$ cat config.mk
export PLATFORM = sky130hd
export DESIGN_NAME = insn_coverage_scheduler
export DESIGN_NICKNAME = d
export VERILOG_FILES = /design/src/rtl/insn_coverage_scheduler.sv
export SDC_FILE = /design/constraint.sdc
export NUM_CORES = 1
export LEC_CHECK = 0
export CAP_MARGIN = 20
export CORE_MARGIN = 3
export CORE_UTILIZATION = 50
export CTS_BUF_LIST = sky130_fd_sc_hd__clkbuf_8
export DETAILED_ROUTE_END_ITERATION = 8
export PLACE_DENSITY = 0.93
export SKIP_CTS_REPAIR_TIMING = 1
export SLEW_MARGIN = 20
export SYNTH_ARGS = -nofsm -noshare
export SYNTH_HDL_FRONTEND = slang
export SYNTH_SLANG_ARGS = --single-unit
export TNS_END_PERCENT = 30
$ cat constraint.sdc
create_clock -name clock -period 5.6 [get_ports clock]
set_input_delay 1.68 -clock clock [delete_from_list [all_inputs] [get_ports clock]]
set_output_delay 1.68 -clock clock [all_outputs]
set_load 0.02 [all_outputs]
$ cat src/rtl/insn_coverage_scheduler.sv
// Instruction coverage scheduler: stages one instruction word at a time for an
// external combinational decoder, folds the decoder's match vector into a sticky
// coverage map and keeps instruction / unknown-instruction counts for each run.
module insn_coverage_scheduler #(
  parameter int unsigned COV_LEN   = 37,
  parameter int unsigned CNT_W     = 16,
  parameter int unsigned MAX_INSNS = 1000
) (
  input  logic               clock,
  input  logic               reset,
  input  logic               start,
  input  logic               stop,
  input  logic               clear,
  input  logic               in_valid,
  output logic               in_ready,
  input  logic [31:0]        in_insn,
  output logic [31:0]        dec_insn,
  input  logic [COV_LEN-1:0] dec_vec,
  output logic [COV_LEN-1:0] cov_map,
  output logic [7:0]         cov_count,
  output logic [CNT_W-1:0]   insn_count,
  output logic [CNT_W-1:0]   unknown_count,
  output logic               multi_err,
  output logic               busy,
  output logic               done
);

  typedef enum logic [1:0] {
    S_IDLE,
    S_RUN,
    S_DONE
  } state_e;

  state_e             state_q;
  logic               busy_q;
  logic               done_q;
  logic               stage_full_q;
  logic [31:0]        dec_insn_q;
  logic [COV_LEN-1:0] cov_map_q;
  logic [7:0]         cov_count_q;
  logic [CNT_W-1:0]   insn_cnt_q;
  logic [CNT_W-1:0]   unk_cnt_q;
  logic               multi_q;

  logic [COV_LEN-1:0] cov_map_d;
  logic [CNT_W-1:0]   insn_cnt_d;
  logic [CNT_W-1:0]   unk_cnt_d;
  logic               multi_d;
  logic               complete_d;
  logic [7:0]         cov_count_d;

  // Result values that an evaluation of the staged word would produce
  always_comb begin
    cov_map_d   = cov_map_q | dec_vec;
    insn_cnt_d  = (insn_cnt_q == '1) ? insn_cnt_q : insn_cnt_q + 1'b1;
    unk_cnt_d   = ((dec_vec == '0) && (unk_cnt_q != '1)) ? unk_cnt_q + 1'b1 : unk_cnt_q;
    multi_d     = multi_q | (|(dec_vec & (dec_vec - 1'b1)));
    complete_d  = (cov_map_d == '1) || (32'(insn_cnt_d) == MAX_INSNS);
  end

  // Population count of the current coverage map, registered next edge
  always_comb begin
    cov_count_d = '0;
    for (int unsigned i = 0; i < COV_LEN; i++) begin
      cov_count_d = cov_count_d + 8'(cov_map_q[i]);
    end
  end

  // Control FSM together with the stage register and result registers
  always_ff @(posedge clock or posedge reset) begin
    if (reset) begin
      state_q      <= S_IDLE;
      busy_q       <= 1'b0;
      done_q       <= 1'b0;
      stage_full_q <= 1'b0;
      dec_insn_q   <= '0;
      cov_map_q    <= '0;
      cov_count_q  <= '0;
      insn_cnt_q   <= '0;
      unk_cnt_q    <= '0;
      multi_q      <= 1'b0;
    end else if (clear) begin
      state_q      <= S_IDLE;
      busy_q       <= 1'b0;
      done_q       <= 1'b0;
      stage_full_q <= 1'b0;
      dec_insn_q   <= '0;
      cov_map_q    <= '0;
      cov_count_q  <= '0;
      insn_cnt_q   <= '0;
      unk_cnt_q    <= '0;
      multi_q      <= 1'b0;
    end else begin
      cov_count_q <= cov_count_d;
      unique case (state_q)
        S_IDLE: begin
          if (start) begin
            state_q    <= S_RUN;
            busy_q     <= 1'b1;
            cov_map_q  <= '0;
            insn_cnt_q <= '0;
            unk_cnt_q  <= '0;
            multi_q    <= 1'b0;
          end
        end
        S_RUN: begin
          // A staged word is always evaluated, even on the cycle stop ends the run
          if (stage_full_q) begin
            cov_map_q    <= cov_map_d;
            insn_cnt_q   <= insn_cnt_d;
            unk_cnt_q    <= unk_cnt_d;
            multi_q      <= multi_d;
            stage_full_q <= 1'b0;
          end else if (in_valid && in_ready) begin
            dec_insn_q   <= in_insn;
            stage_full_q <= 1'b1;
          end
          if (stop || (stage_full_q && complete_d)) begin
            state_q <= S_DONE;
            busy_q  <= 1'b0;
            done_q  <= 1'b1;
          end
        end
        S_DONE: begin
          state_q <= S_DONE;
        end
        default: begin
          state_q <= S_IDLE;
          busy_q  <= 1'b0;
          done_q  <= 1'b0;
        end
      endcase
    end
  end

  assign in_ready      = (state_q == S_RUN) && !stage_full_q && !stop && !clear;
  assign dec_insn      = dec_insn_q;
  assign cov_map       = cov_map_q;
  assign cov_count     = cov_count_q;
  assign insn_count    = insn_cnt_q;
  assign unknown_count = unk_cnt_q;
  assign multi_err     = multi_q;
  assign busy          = busy_q;
  assign done          = done_q;

endmodule

==> impl_metrics.env <==
export IMPL_status="finished, final reports clean"
export IMPL_period_needed_ns=4.912
export IMPL_path_cells="inv_1, fa_1, inv_1, fa_1, inv_1, fa_1, fa_1, fa_1, fa_1, fa_1, fa_1, inv_1, a21o_1, a21oi_1, xor2_1, nor2_1"
export IMPL_fmax_mhz=203.6
export IMPL_grt_pass1_wl_microns=32660
export IMPL_yosys_warnings=0
export IMPL_yosys_top_cells_area="dfrtp_1 42%, fa_1 8.7%, nor2_1 5.6%"
export IMPL_clock_root_buffer="clkbuf_8"
export IMPL_drt_iter0_markers=682
export IMPL_holdPathEnd="dec_insn[14]"
export IMPL_synth_top_cell_area_share=0.4228
export IMPL_slowest_stage="fa_1"
export IMPL_synth_seq_cells=113
export IMPL_drive_gt1_frac=0.06032
export IMPL_synth_area_sq_um=6688
export IMPL_synth_top_area_cell="dfrtp_1"
export IMPL_whs_path_depth=2
export IMPL_multiInputGateArea_sq_um=3462
export IMPL_crit_fanout=4
export IMPL_clkLatencyLatePin_ns=0.45
export IMPL_finalSetupViolations=0
export IMPL_cpMostUsedCell="fa_1"
export IMPL_vias=6445
export IMPL_gp_congestion=1.026
export IMPL_hold_violations=0
export IMPL_power_density_nw_per_um2=250.3
export IMPL_fp_row_count=41
export IMPL_track_usage=0.2825
export IMPL_r2r_end="cov_count[4]"
export IMPL_drv_slew=0
export IMPL_crit_type="flip-flop to flip-flop"
export IMPL_crit_required_ns=5.93
export IMPL_final_cell_count_no_fill=1117
export IMPL_finalSetupTns_ns=0
export IMPL_r2r_start="cov_map[11]"
export IMPL_synth_most_common_cell="dfrtp_1"
export IMPL_synth_flop_cell="dfrtp_1"
export IMPL_ant_nets=0
export IMPL_place_hpwl_microns=15080
export IMPL_port_buffers=185
export IMPL_r2r_slack_ns=0.69
export IMPL_antenna_found_initial=0
export IMPL_clockBufferDepth=2
export IMPL_rr_worst_depth=16
export IMPL_skew_ns=0.006855
export IMPL_grt_max_degree=63
export IMPL_antenna_cells=0
export IMPL_yosysUniqueCellTypes=68
export IMPL_syn_inst=752
export IMPL_irDropWorstVdd_mv=0.1437
export IMPL_min_delay_start="dec_insn[14]"
export IMPL_drt_total_wl_microns=20580
export IMPL_startpoint_type="flip-flop"
export IMPL_fp_dieH_microns=121.7
export IMPL_cp_arrival_ns=5.24
export IMPL_avgSynthCellArea_sq_um=8.893
export IMPL_wl_per_cell_microns=18.43
export IMPL_synth_commonest_cells="113 x dfrtp_1, 100 x nor2_1, 87 x nand2_1"
export IMPL_synth_edf_count=0
export IMPL_start_util=0.5215
export IMPL_synth_seq_area_share=0.4228
export IMPL_maxCapViolations=0
export IMPL_fin_nets=1049
export IMPL_ios=188
export IMPL_place_inst=1084
export IMPL_cts_buffers=17
export IMPL_max_stage_delay_ns=0.54
export IMPL_tightest_slew_ns=0.7807
export IMPL_finalCritPeriodShare=0.8771
export IMPL_hp_class="flip-flop to flip-flop"
export IMPL_grt_pass1_vias=6283
export IMPL_clkTransAtPathRegs_ns=0.07
export IMPL_critPathCaptureType="flip-flop"
export IMPL_drc_errors=0
export IMPL_first_pass_iters=7
export IMPL_slew_headroom=0.4748
export IMPL_grt_overflow=0
export IMPL_fillerInstances=926
export IMPL_h_tree_depth=4
export IMPL_fin_util=0.7151
export IMPL_rsz0062_at_grt="no"
export IMPL_core_area_sq_um=12820
export IMPL_regArea_sq_um=2828
export IMPL_cts_tree="built"
export IMPL_dieArea_sq_um=14800
export IMPL_die_w_microns=121.7
export IMPL_avgViaCountPerCell=5.770
export IMPL_area_delta_synth_final_pct=37.14
export IMPL_synthArstFlopShare=1.000
export IMPL_cts_sink_count=113
export IMPL_p_leak_nw=3.952
[critical path: cells and delay by family (launching register included)]
kind | cells | cell delay, ns
fa+ha+maj | 8 | 3.79
xor+xnor | 1 | 0.13
flops | 1 | 0.39
buf+inv | 4 | 0.27
simple gates | 1 | 0.05
compound gates | 2 | 0.18
[where the power goes]
group	internal [mW]	total (mW)	leakage [nW]	switching [mW]
logic	0.219	0.516	2.15	0.297
registers	0.859	0.896	1.57	0.0375
clock network	0.541	0.883	0.236	0.342
total	1.62	2.30	3.95	0.677
[placed cells by master (no fill, tap or decap), types with 3 or more instances in the layout]
master             n
nand3_1           51
xor2_1            15
and2_1             6
nor3_1             8
a31oi_1            5
bufinv_16          4
nand2_1           87
and3_1             6
a21oi_1           53
clkdlybuf4s50_1  185
nand4_1           13
clkinv_2           3
or3_1              6
fa_1              29
nor4_1            10
o21ai_0           32
clkbuf_8          22
ha_1              13
o22ai_1           22
inv_1             66
a211oi_1           3
xnor2_1            9
nor2b_1            3
nand2b_1           4
or4_1              4
o31ai_1            4
buf_4             10
nor2_1           100
dfrtp_1          113
a2111oi_0          3
a21boi_0           3
[per-stage QoR]
step / hold slack [ns] / cell area [sq um] / setup WS (ns) / total power, mW
floorplan: 0.5221 / 6691 / 0.7609 / 1.184
global placement: 0.4786 / 8685 / 0.8228 / 1.403
detailed placement: 0.4883 / 8685 / 0.7117 / 1.421
CTS: 0.5056 / 9143 / 0.7049 / 2.302
global route: 0.5247 / 9171 / 0.4667 / 2.394
finish: 0.5016 / 9171 / 0.6881 / 2.295
[flip-flops by register name, summed over array words and instances (netlist names)]
name and cells:
cov_count 6, insn_count 16, busy 1, dec_insn 32, done 1, unknown_count 16, multi_err 1, stage_full_q 1
state_q 2, cov_map 37
[layer usage]
metal	up-vias	GRT usage	part of all wire	routed length (microns)
met5	-	0	0	0
met4	0	0.09314	0.023	469
met3	48	0.08960	0.10	2157
met2	366	0.4508	0.48	9822
met1	3089	0.3683	0.40	8133
li1	2942	-	-	-
[cells by family (layout without fill, tap and decap cells)]
| kind of cell | after synthesis | in the layout | share of synthesized area |
|---|---|---|---|
| and+or+nand+nor | 321 | 321 | 0.2355 |
| AOI/OAI and AO/OA | 146 | 146 | 0.1353 |
| DFF | 113 | 113 | 0.4228 |
| buffers and inverters | 103 | 295 | 0.06024 |
| adders and majority gates | 44 | 44 | 0.1141 |
| xor gates and xnor gates | 24 | 24 | 0.03143 |
| other | 1 | 2 | 0.0005607 |
[how the worst max path moves through the flow]
stage                start                 to  slack, ns  cells after the start
5_1_grt        cov_map[11]       cov_count[4]       0.47                     16
4_1_cts         cov_map[0]       cov_count[4]       0.70                     14
3_3_place_gp    dec_vec[2]  unknown_count[12]       0.82                      8
6_report       cov_map[11]       cov_count[4]       0.69                     16
2_1_floorplan  cov_map[11]       cov_count[4]       0.76                     16
3_5_place_dp   cov_map[11]       cov_count[4]       0.71                     16
[layout make-up]
| cell class | count | share of cell area |
|---|---|---|
| clock buffers | 22 | 0.03301 |
| clock inverters | 10 | 0.01692 |
| well taps | 172 | 0.02347 |
| multi-input cells | 537 | 0.3775 |
| inverters | 67 | 0.02769 |
| flip-flops and latches | 113 | 0.3083 |
| repair buffers | 196 | 0.2131 |
(Power assumes the default switching activity.)
